[config.mk]
export PLATFORM = sky130hd
export DESIGN_NAME = io_stim_seq
export DESIGN_NICKNAME = d
export VERILOG_FILES = /design/src/rtl/io_stim_seq.sv
export SDC_FILE = /design/constraint.sdc
export NUM_CORES = 1
export LEC_CHECK = 0
export BUFFER_PORTS_ARGS = -buffer_cell sky130_fd_sc_hd__buf_4
export CAP_MARGIN = 20
export CELL_PAD_IN_SITES_DETAIL_PLACEMENT = 0
export CELL_PAD_IN_SITES_GLOBAL_PLACEMENT = 1
export CORE_AREA = 2 2 309 250
export CTS_CLUSTER_DIAMETER = 30
export CTS_CLUSTER_SIZE = 25
export DETAILED_ROUTE_END_ITERATION = 10
export DIE_AREA = 0 0 311 252
export PLACE_DENSITY_LB_ADDON = 0.1
export SLEW_MARGIN = 20
export SYNTH_ARGS = -nofsm -noshare
export SYNTH_HDL_FRONTEND = slang
export SYNTH_SLANG_ARGS = --single-unit
[constraint.sdc]
create_clock -name clk -period 13.6 [get_ports clk]
set_input_delay 1.36 -clock clk [delete_from_list [all_inputs] [get_ports clk]]
set_output_delay 1.36 -clock clk [all_outputs]
set_load 0.01 [all_outputs]
[src/rtl/io_stim_seq.sv]
// io_stim_seq: stimulus sequencer for the comp bring-up harness.
// It generates the DUT reset pulse and plays a loadable table of timed
// events onto CHANNELS output ports. A run ends after a programmable cycle
// budget. Playback can be one-shot or looping.
//
// Ports:
//   clk, reset       single clock, synchronous active-high reset
//   cfg_we/addr/...  table write port (chan, delay, value); accepted when not busy
//   n_events, loop   entry count and loop mode, latched at start
//   run_limit        run budget in cycles (0 = unlimited), latched at start
//   start            begin a run from IDLE or DONE
//   dut_reset        reset pulse to the DUT
//   chan_out         channel c occupies bits [c*WIDTH +: WIDTH]
//   event_strobe     high in the cycle a new event value first appears
//   event_idx        index of the last applied entry
//   busy, done       high in RST/WAIT/HOLD, and in DONE
module io_stim_seq #(
    parameter int WIDTH      = 32,
    parameter int CHANNELS   = 2,
    parameter int DEPTH      = 16,
    parameter int DW         = 16,
    parameter int RST_CYCLES = 5,
    localparam int AW = $clog2(DEPTH),
    localparam int CW = (CHANNELS > 1) ? $clog2(CHANNELS) : 1
) (
    input  logic                      clk,
    input  logic                      reset,
    input  logic                      cfg_we,
    input  logic [AW-1:0]             cfg_addr,
    input  logic [CW-1:0]             cfg_chan,
    input  logic [DW-1:0]             cfg_delay,
    input  logic [WIDTH-1:0]          cfg_value,
    input  logic [AW:0]               n_events,
    input  logic                      loop,
    input  logic [31:0]               run_limit,
    input  logic                      start,
    output logic                      dut_reset,
    output logic [CHANNELS*WIDTH-1:0] chan_out,
    output logic                      event_strobe,
    output logic [AW-1:0]             event_idx,
    output logic                      busy,
    output logic                      done
);

    localparam int RCW = (RST_CYCLES > 1) ? $clog2(RST_CYCLES) : 1;
    localparam logic [RCW-1:0] RST_LAST = RCW'(RST_CYCLES - 1);

    typedef enum logic [2:0] {S_IDLE, S_RST, S_WAIT, S_HOLD, S_DONE} state_t;
    state_t state;

    // Event table. Reset does not clear it.
    logic [CW-1:0]    tbl_chan  [DEPTH];
    logic [DW-1:0]    tbl_delay [DEPTH];
    logic [WIDTH-1:0] tbl_value [DEPTH];

    logic [RCW-1:0] rst_cnt;
    logic [DW-1:0]  dcnt;
    logic [AW-1:0]  ptr;
    logic [31:0]    cycles;
    logic [31:0]    limit;
    logic [AW:0]    n_lat;
    logic           loop_lat;

    logic [AW:0]               n_clamped;
    logic [AW:0]               ptr_inc;
    logic                      last_entry;
    logic [AW-1:0]             nxt_ptr;
    logic                      limit_hit;
    logic [DW-1:0]             cur_delay;
    logic [CHANNELS*WIDTH-1:0] chan_applied;

    always_comb begin
        n_clamped  = (n_events > (AW+1)'(DEPTH)) ? (AW+1)'(DEPTH) : n_events;
        ptr_inc    = {1'b0, ptr} + (AW+1)'(1);
        last_entry = (ptr_inc >= n_lat);
        nxt_ptr    = last_entry ? '0 : ptr_inc[AW-1:0];
        // Decided one cycle ahead so that done shows in the cycle whose
        // count equals the limit.
        limit_hit  = (limit != '0) && ((cycles + 32'd1) == limit);
        // The last RST cycle acts as the first wait step of entry 0. This
        // lets a zero delay put event 0 in the first cycle with dut_reset low.
        cur_delay  = (state == S_RST) ? tbl_delay[ptr] : dcnt;
        chan_applied = chan_out;
        for (int unsigned c = 0; c < CHANNELS; c++) begin
            if (tbl_chan[ptr] == CW'(c)) begin
                chan_applied[c*WIDTH +: WIDTH] = tbl_value[ptr];
            end
        end
    end

    always_ff @(posedge clk) begin
        if (cfg_we && !busy) begin
            tbl_chan[cfg_addr]  <= cfg_chan;
            tbl_delay[cfg_addr] <= cfg_delay;
            tbl_value[cfg_addr] <= cfg_value;
        end
    end

    always_ff @(posedge clk) begin
        if (reset) begin
            state        <= S_IDLE;
            dut_reset    <= 1'b1;
            chan_out     <= '0;
            event_strobe <= 1'b0;
            event_idx    <= '0;
            busy         <= 1'b0;
            done         <= 1'b0;
            rst_cnt      <= '0;
            dcnt         <= '0;
            ptr          <= '0;
            cycles       <= '0;
            limit        <= '0;
            n_lat        <= '0;
            loop_lat     <= 1'b0;
        end else begin
            event_strobe <= 1'b0;
            case (state)
                S_IDLE, S_DONE: begin
                    if (start) begin
                        state     <= S_RST;
                        dut_reset <= 1'b1;
                        chan_out  <= '0;
                        event_idx <= '0;
                        busy      <= 1'b1;
                        done      <= 1'b0;
                        rst_cnt   <= '0;
                        dcnt      <= '0;
                        ptr       <= '0;
                        cycles    <= '0;
                        limit     <= run_limit;
                        n_lat     <= n_clamped;
                        loop_lat  <= loop;
                    end
                end
                default: begin
                    if (state == S_RST && rst_cnt != RST_LAST) begin
                        rst_cnt <= rst_cnt + 1'b1;
                    end else begin
                        dut_reset <= 1'b0;
                        cycles    <= cycles + 32'd1;
                        if (limit_hit) begin
                            // Limit wins: a coinciding event is dropped.
                            state <= S_DONE;
                            busy  <= 1'b0;
                            done  <= 1'b1;
                        end else if (state != S_HOLD) begin
                            if (state == S_RST && n_lat == '0) begin
                                if (limit == '0 && !loop_lat) begin
                                    state <= S_DONE;
                                    busy  <= 1'b0;
                                    done  <= 1'b1;
                                end else begin
                                    state <= S_HOLD;
                                end
                            end else if (cur_delay != '0) begin
                                dcnt  <= cur_delay - 1'b1;
                                state <= S_WAIT;
                            end else begin
                                chan_out     <= chan_applied;
                                event_strobe <= 1'b1;
                                event_idx    <= ptr;
                                if (last_entry && !loop_lat) begin
                                    if (limit == '0) begin
                                        state <= S_DONE;
                                        busy  <= 1'b0;
                                        done  <= 1'b1;
                                    end else begin
                                        state <= S_HOLD;
                                    end
                                end else begin
                                    ptr   <= nxt_ptr;
                                    dcnt  <= tbl_delay[nxt_ptr];
                                    state <= S_WAIT;
                                end
                            end
                        end
                    end
                end
            endcase
        end
    end

endmodule

After elaboration in Yosys (flattened, before gate mapping)
Memories as Yosys holds them, arrays and structs flattened. A register that Yosys moved wholly into a read port is not among the register bits.
Cells that the tools add are included.
Widths: inputs -> output; s select.
{"block": "op_classes", "add_sub_neg": 4, "n_lt_le_gt_ge": 2, "n_eq_ne": 15, "n_mux": 81, "n_bitwise": 1, "reduce_logical": 31}
{"op": "$mux 64", "count": 7}
{"op": "$mux 32", "count": 5}
{"op": "$mux 16", "count": 9}
{"op": "$mux 4", "count": 21}
{"op": "$mux 3", "count": 13}
{"op": "$add 32x1->32 const B", "count": 1}
{"op": "$eq 32x32->1", "count": 1}
{"op": "$logic_not 32->1", "count": 1}
{"op": "$reduce_bool 32->1", "count": 1}
{"op": "$reduce_and 7->1", "count": 4}
{"op": "$mux 1", "count": 25}
{"op": "$reduce_bool 16->1", "count": 1}
{"op": "$sub 16x1->16 const B", "count": 1}
{"op": "$ne 2x1->1 const B", "count": 6}
{"op": "$reduce_and 6->1", "count": 2}
{"op": "$reduce_bool 4->1", "count": 2}
{"op": "$reduce_or 7->1", "count": 1}
{"op": "$logic_and 1x1->1", "count": 6}
{"op": "$ne 3x2->1 const B", "count": 2}
{"op": "$reduce_and 2->1", "count": 3}
{"op": "$reduce_bool 2->1", "count": 3}
{"op": "$add 4x1->5 const B", "count": 1}
{"op": "$ge 5x5->1", "count": 1}
{"op": "$gt 5x5->1 const B", "count": 1}
{"op": "15 further kinds", "count": 16}
{"block": "word_totals", "reg_bits": 168, "ram_bits": 784, "output_inout_bits": 72, "memories": 3}
{"name": "tbl_value", "words": 16, "word_bits": 32, "read_ports": 1, "rd_ports_with_merged_regs": 1, "write_ports": 1, "line_no": "54", "source": "logic [WIDTH-1:0] tbl_value [DEPTH];"}
{"name": "tbl_delay", "words": 16, "word_bits": 16, "read_ports": 2, "rd_ports_with_merged_regs": 1, "write_ports": 1, "line_no": "53", "source": "logic [DW-1:0] tbl_delay [DEPTH];"}
{"name": "tbl_chan", "words": 16, "word_bits": 1, "read_ports": 1, "rd_ports_with_merged_regs": 1, "write_ports": 1, "line_no": "52", "source": "logic [CW-1:0] tbl_chan [DEPTH];"}

Logic depth before layout (Yosys ltp)
{"block": "logic_depth", "depth_word": 12, "ltp_mapped": 20, "depth_no_buf": 13}

Least setup slack after synthesis
OpenSTA, ideal clock, no wires.
{"block": "synth_path", "path_type": "input to register", "from": "in cfg_we", "to": "mem tbl_chan[0] (netlist bit) (enable)", "setup_ns": 0.517, "arrival_time_ns": 5.144, "required_time_ns": 13.083, "slack_ns": 7.940, "path_stages": 3, "path_buffers": 0, "cell_sequence": "nand2b_1 > or3_1 > nor3_1"}
{"block": "synth_via", "elab_chain_len": 3}
{"element": "start: declaration", "line_no": "28", "source": "input logic cfg_we,"}
{"element": "$logic_and 1x1->1", "line_no": "92", "source": "if (cfg_we && !busy) begin"}
{"element": "$mux 1", "line_no": "92"}
{"element": "$mux 1 (not written as such)", "line_no": "93", "source": "tbl_chan[cfg_addr] <= cfg_chan;"}
{"element": "end: declaration", "line_no": "52"}
Every way passes these cells.

==> out/qor.yml <==
status:
  status: "complete, no violations"
finish:
  multi_input_area_mm2: 0.0134
  area_delta_synth_final_pct: 19.0
  drive_gt1_share_pct: 25.4
  final-seq-area_mm2: 0.0270
  final_cells: 4025
  fin_nets: 2987
  fill_cells: 5311
routing:
  top_layer: "met5"
  wl_met1_um: 47600
  drtIter0Drc: 2961
  wl_per_cell_um: 28.0
  drc: 0
  met2RoutedLength_um: 52400
  first_pass_iters: 6
  wl_met3_um: 9810
  antenna_left: 0
  via_count: 26070
  finalWirelength_um: 113000
  vias_per_cell: 6.48
floorplan:
  initial_core_util_pct: 54.7
  die_w_um: 311
  dieHeight_um: 252
  io-pin-count: 167
  dieArea_mm2: 0.0784
  rows: 90
  core_mm2: 0.0750
sta:
  fin_crit_ps: 5800
  slew_headroom_pct: 22.0
  fin_skew_ps: 30.1
  slew_viol_final: 0
  hold_viol: 0
  setup_violations: 0
  clock.fmax_mhz: 172
  worst_pin_slew_ps: 1140
  rsz0062_at_grt: "false"
  fin_crit_sh_pct: 42.7
  timing.setup.tns_ps: 0
  hold-worst-slack_ps: 454
worst_hold_path:
  hold_path.class: "flip-flop to flip-flop"
clocking:
  root_buffer: "clkbuf_16"
  clock_path_buffers: 3
  cts_hold_buf: 0
  cts_buffers: 153
  clock_latency_ps: 740
  htreeDepth: 4
  clock-sinks: 956
  postCtsSetupBuffers: 0
  cts_tree: "yes"
  cts.clk_slew.worst_paths_ps: 50
  cts-resized-gates: 0
synthesis:
  synth_nets: 2783
  ys_top_cells_by_area: "edfxtp_1 (57%), mux4_2 (11%), dfxtp_1 (8.4%), mux2i_1 (3.1%), nand2_1 (2.1%)"
  synth_edf_count: 784
  yosysSeqAreaShare_pct: 65.7
  syn_area_mm2: 0.0411
  yosys-top-cells-count: "edfxtp_1 (784), nand2_1 (228), mux4_2 (209)"
  synth_top_area_share_pct: 57.4
  yosysTopAreaCell: "edfxtp_1"
  yosys.area_share.adder_pct: 0.305
  synth_ff_type: "edfxtp_1"
  avgSynthCellArea_um2: 15.3
  synth_xor_area_share_pct: 1.05
  synth_simple_gate_area_share_pct: 7.90
  syn_inst: 2678
  synth_top_family_by_area: "multiplexers"
  synth-seq-cells: 956
  yosysMostFrequentCell: "edfxtp_1"
  synthArstFlopShare_pct: 0
  yosys_warnings: 0
  muxShareOfSynthArea_pct: 15.1
  synth_compound_area_share_pct: 7.79
  synth_cell_types: 86
global_route:
  grt_antenna_before_repair: 4
  grt_pass1_vias: 26187
  grt_usage_pct: 28.9
  grt-ovfl-total: 0
  grt_pass1_wl_um: 167000
  grt_max_degree: 114
worst_setup_path:
  crit_arrival_ps: 6450
  rrSetupSlack_ps: 7800
  regToRegEndpoint: "chan_out[18]$_SDFFE_PP0P_"
  r2r_cells: 11
  crit_path_start_kind: "flip-flop"
  crit_fanout: 63
  worst_setup_path_end_kind: "flip-flop"
  path_class: "flip-flop to flip-flop"
  worstSetupEndpoint: "chan_out[18]$_SDFFE_PP0P_"
  crit_required_ps: 14250
power_and_ir_drop:
  p_leak_nw: 15.7
  netSwitchingFraction_pct: 29.0
  ir_worst_vdd_v: 0.000167
  p_comb_share_pct: 17.3
  p_int_mw: 6.33
  pwr-share-seq_pct: 38.2
  p_per_area_mw_per_mm2: 182
  power.share.clock_pct: 44.5
  switching_power_mw: 2.58
placement:
  dp_hpwl_um: 63100
  place.port_buffers: 166
  place_congestion: 0.907
  dp_cells: 3739
run:
  maxCapViolCount: 0
-- area by class of cell --
type	instances	share of cell area [%]
clock inverters	114	2.84
inverters	27	0.208
diodes	1	0.00512
multi-input cells	1516	27.4
flip-flops and latches	956	55.3
clock buffers	171	8.17
well taps	1012	2.59
repair buffers	228	3.55
-- worst min path at each step --
stage | end | cells past startpoint | from
floorplan | dcnt[14]$_SDFFE_PP0P_ | 2 | dcnt[14]$_SDFFE_PP0P_
CTS | dcnt[15]$_SDFFE_PP0P_ | 2 | dcnt[15]$_SDFFE_PP0P_
global placement | dut_reset$_SDFFE_PP1P_ | 2 | dut_reset$_SDFFE_PP1P_
finish | dcnt[15]$_SDFFE_PP0P_ | 2 | dcnt[15]$_SDFFE_PP0P_
global route | dut_reset$_SDFFE_PP1P_ | 2 | dut_reset$_SDFFE_PP1P_
detailed placement | dcnt[15]$_SDFFE_PP0P_ | 2 | dcnt[15]$_SDFFE_PP0P_
-- stage by stage --
step | util [%] | area, µm² | total power, mW | worst slack [ps]
final | 65.1 | 48800 | 8.91 | 7800
after global routing | 65.1 | 48800 | 9.22 | 7600
after CTS | 65.1 | 48800 | 8.94 | 7850
after detailed placement | 58.0 | 43500 | 4.97 | 7880
after global placement | 57.9 | 43400 | 4.94 | 8010
after floorplan | - | 41100 | 4.44 | 7940
-- worst max-delay path: stages, from the launching register on --
cell       delay, ps
dfxtp_4          800
buf_4            900
mux4_2           610
mux2i_1          290
o221ai_1         270
a211oi_2         360
nand4_2          280
or2_0            540
a2111oi_4        410
buf_4            560
mux2_1           380
a21oi_1          150
-- power by group through the flow --
stage / Combinational [mW] / Clock, mW / Sequential, mW
global placement: 1.49 / 0 / 3.45
global route: 1.65 / 4.15 / 3.42
CTS: 1.52 / 4.01 / 3.40
finish: 1.54 / 3.97 / 3.40
detailed placement: 1.51 / 0 / 3.46
floorplan: 1.01 / 0 / 3.42
-- layer usage --
layer  GRT usage (%)  vias to the layer above
li1                -                    11183
met1            41.1                    13366
met2            45.1                     1311
met3            5.75                      206
met4            10.0                        4
met5               0                        -
-- cell usage in the layout (no fill, tap or decap), drive strengths merged, types with 7 or more instances in the layout --
cell	synthesis	layout
clkbuf	121	171
a221oi	13	13
mux2	20	20
edfxtp	784	784
clkinvlp	0	18
nand2	228	228
mux2i	127	127
o31ai	12	12
nand4	18	18
nand3b	36	36
or2	9	9
a22o	39	39
nand2b	11	11
buf	58	228
inv	26	52
o2bb2ai	17	17
or3	7	7
clkinv	1	53
dfxtp	172	172
a211oi	51	51
xnor2	26	26
xor2	23	23
ha	10	10
nor2b	19	19
nor3	32	32
and2	24	24
nor4	28	28
a311oi	12	12
a31oi	47	47
a21oi	95	95
a22oi	37	37
nor2	93	93
o21ai	63	63
bufinv	0	18
mux4	209	209
or4	10	10
and3	18	18
nand3	92	92
-- sequential cells by signal, indices dropped and copies added (netlist names), 3 cells and up, named ones only --
| signal | flops |
|---|---|
| rst_cnt | 3 |
| tbl_delay | 256 |
| tbl_value | 512 |
| tbl_chan | 16 |
| limit | 32 |
| n_lat | 5 |
| event_idx | 4 |
| state | 3 |
| chan_out | 64 |
| dcnt | 16 |
| cycles | 32 |
| ptr | 4 |
-- logic make-up (layout without fill, tap and decap cells) --
logic type,count (synthesis),in the layout
multiplexers,356,356
buffers and inverters,206,540
XOR/XNOR,49,49
AND/OR/NAND/NOR,645,645
flip-flops,956,956
other,0,1
adder cells (fa/ha/maj),10,10
AO/OA/AOI/OAI,456,456
No activity file was read; power rests on OpenSTA's default activity.
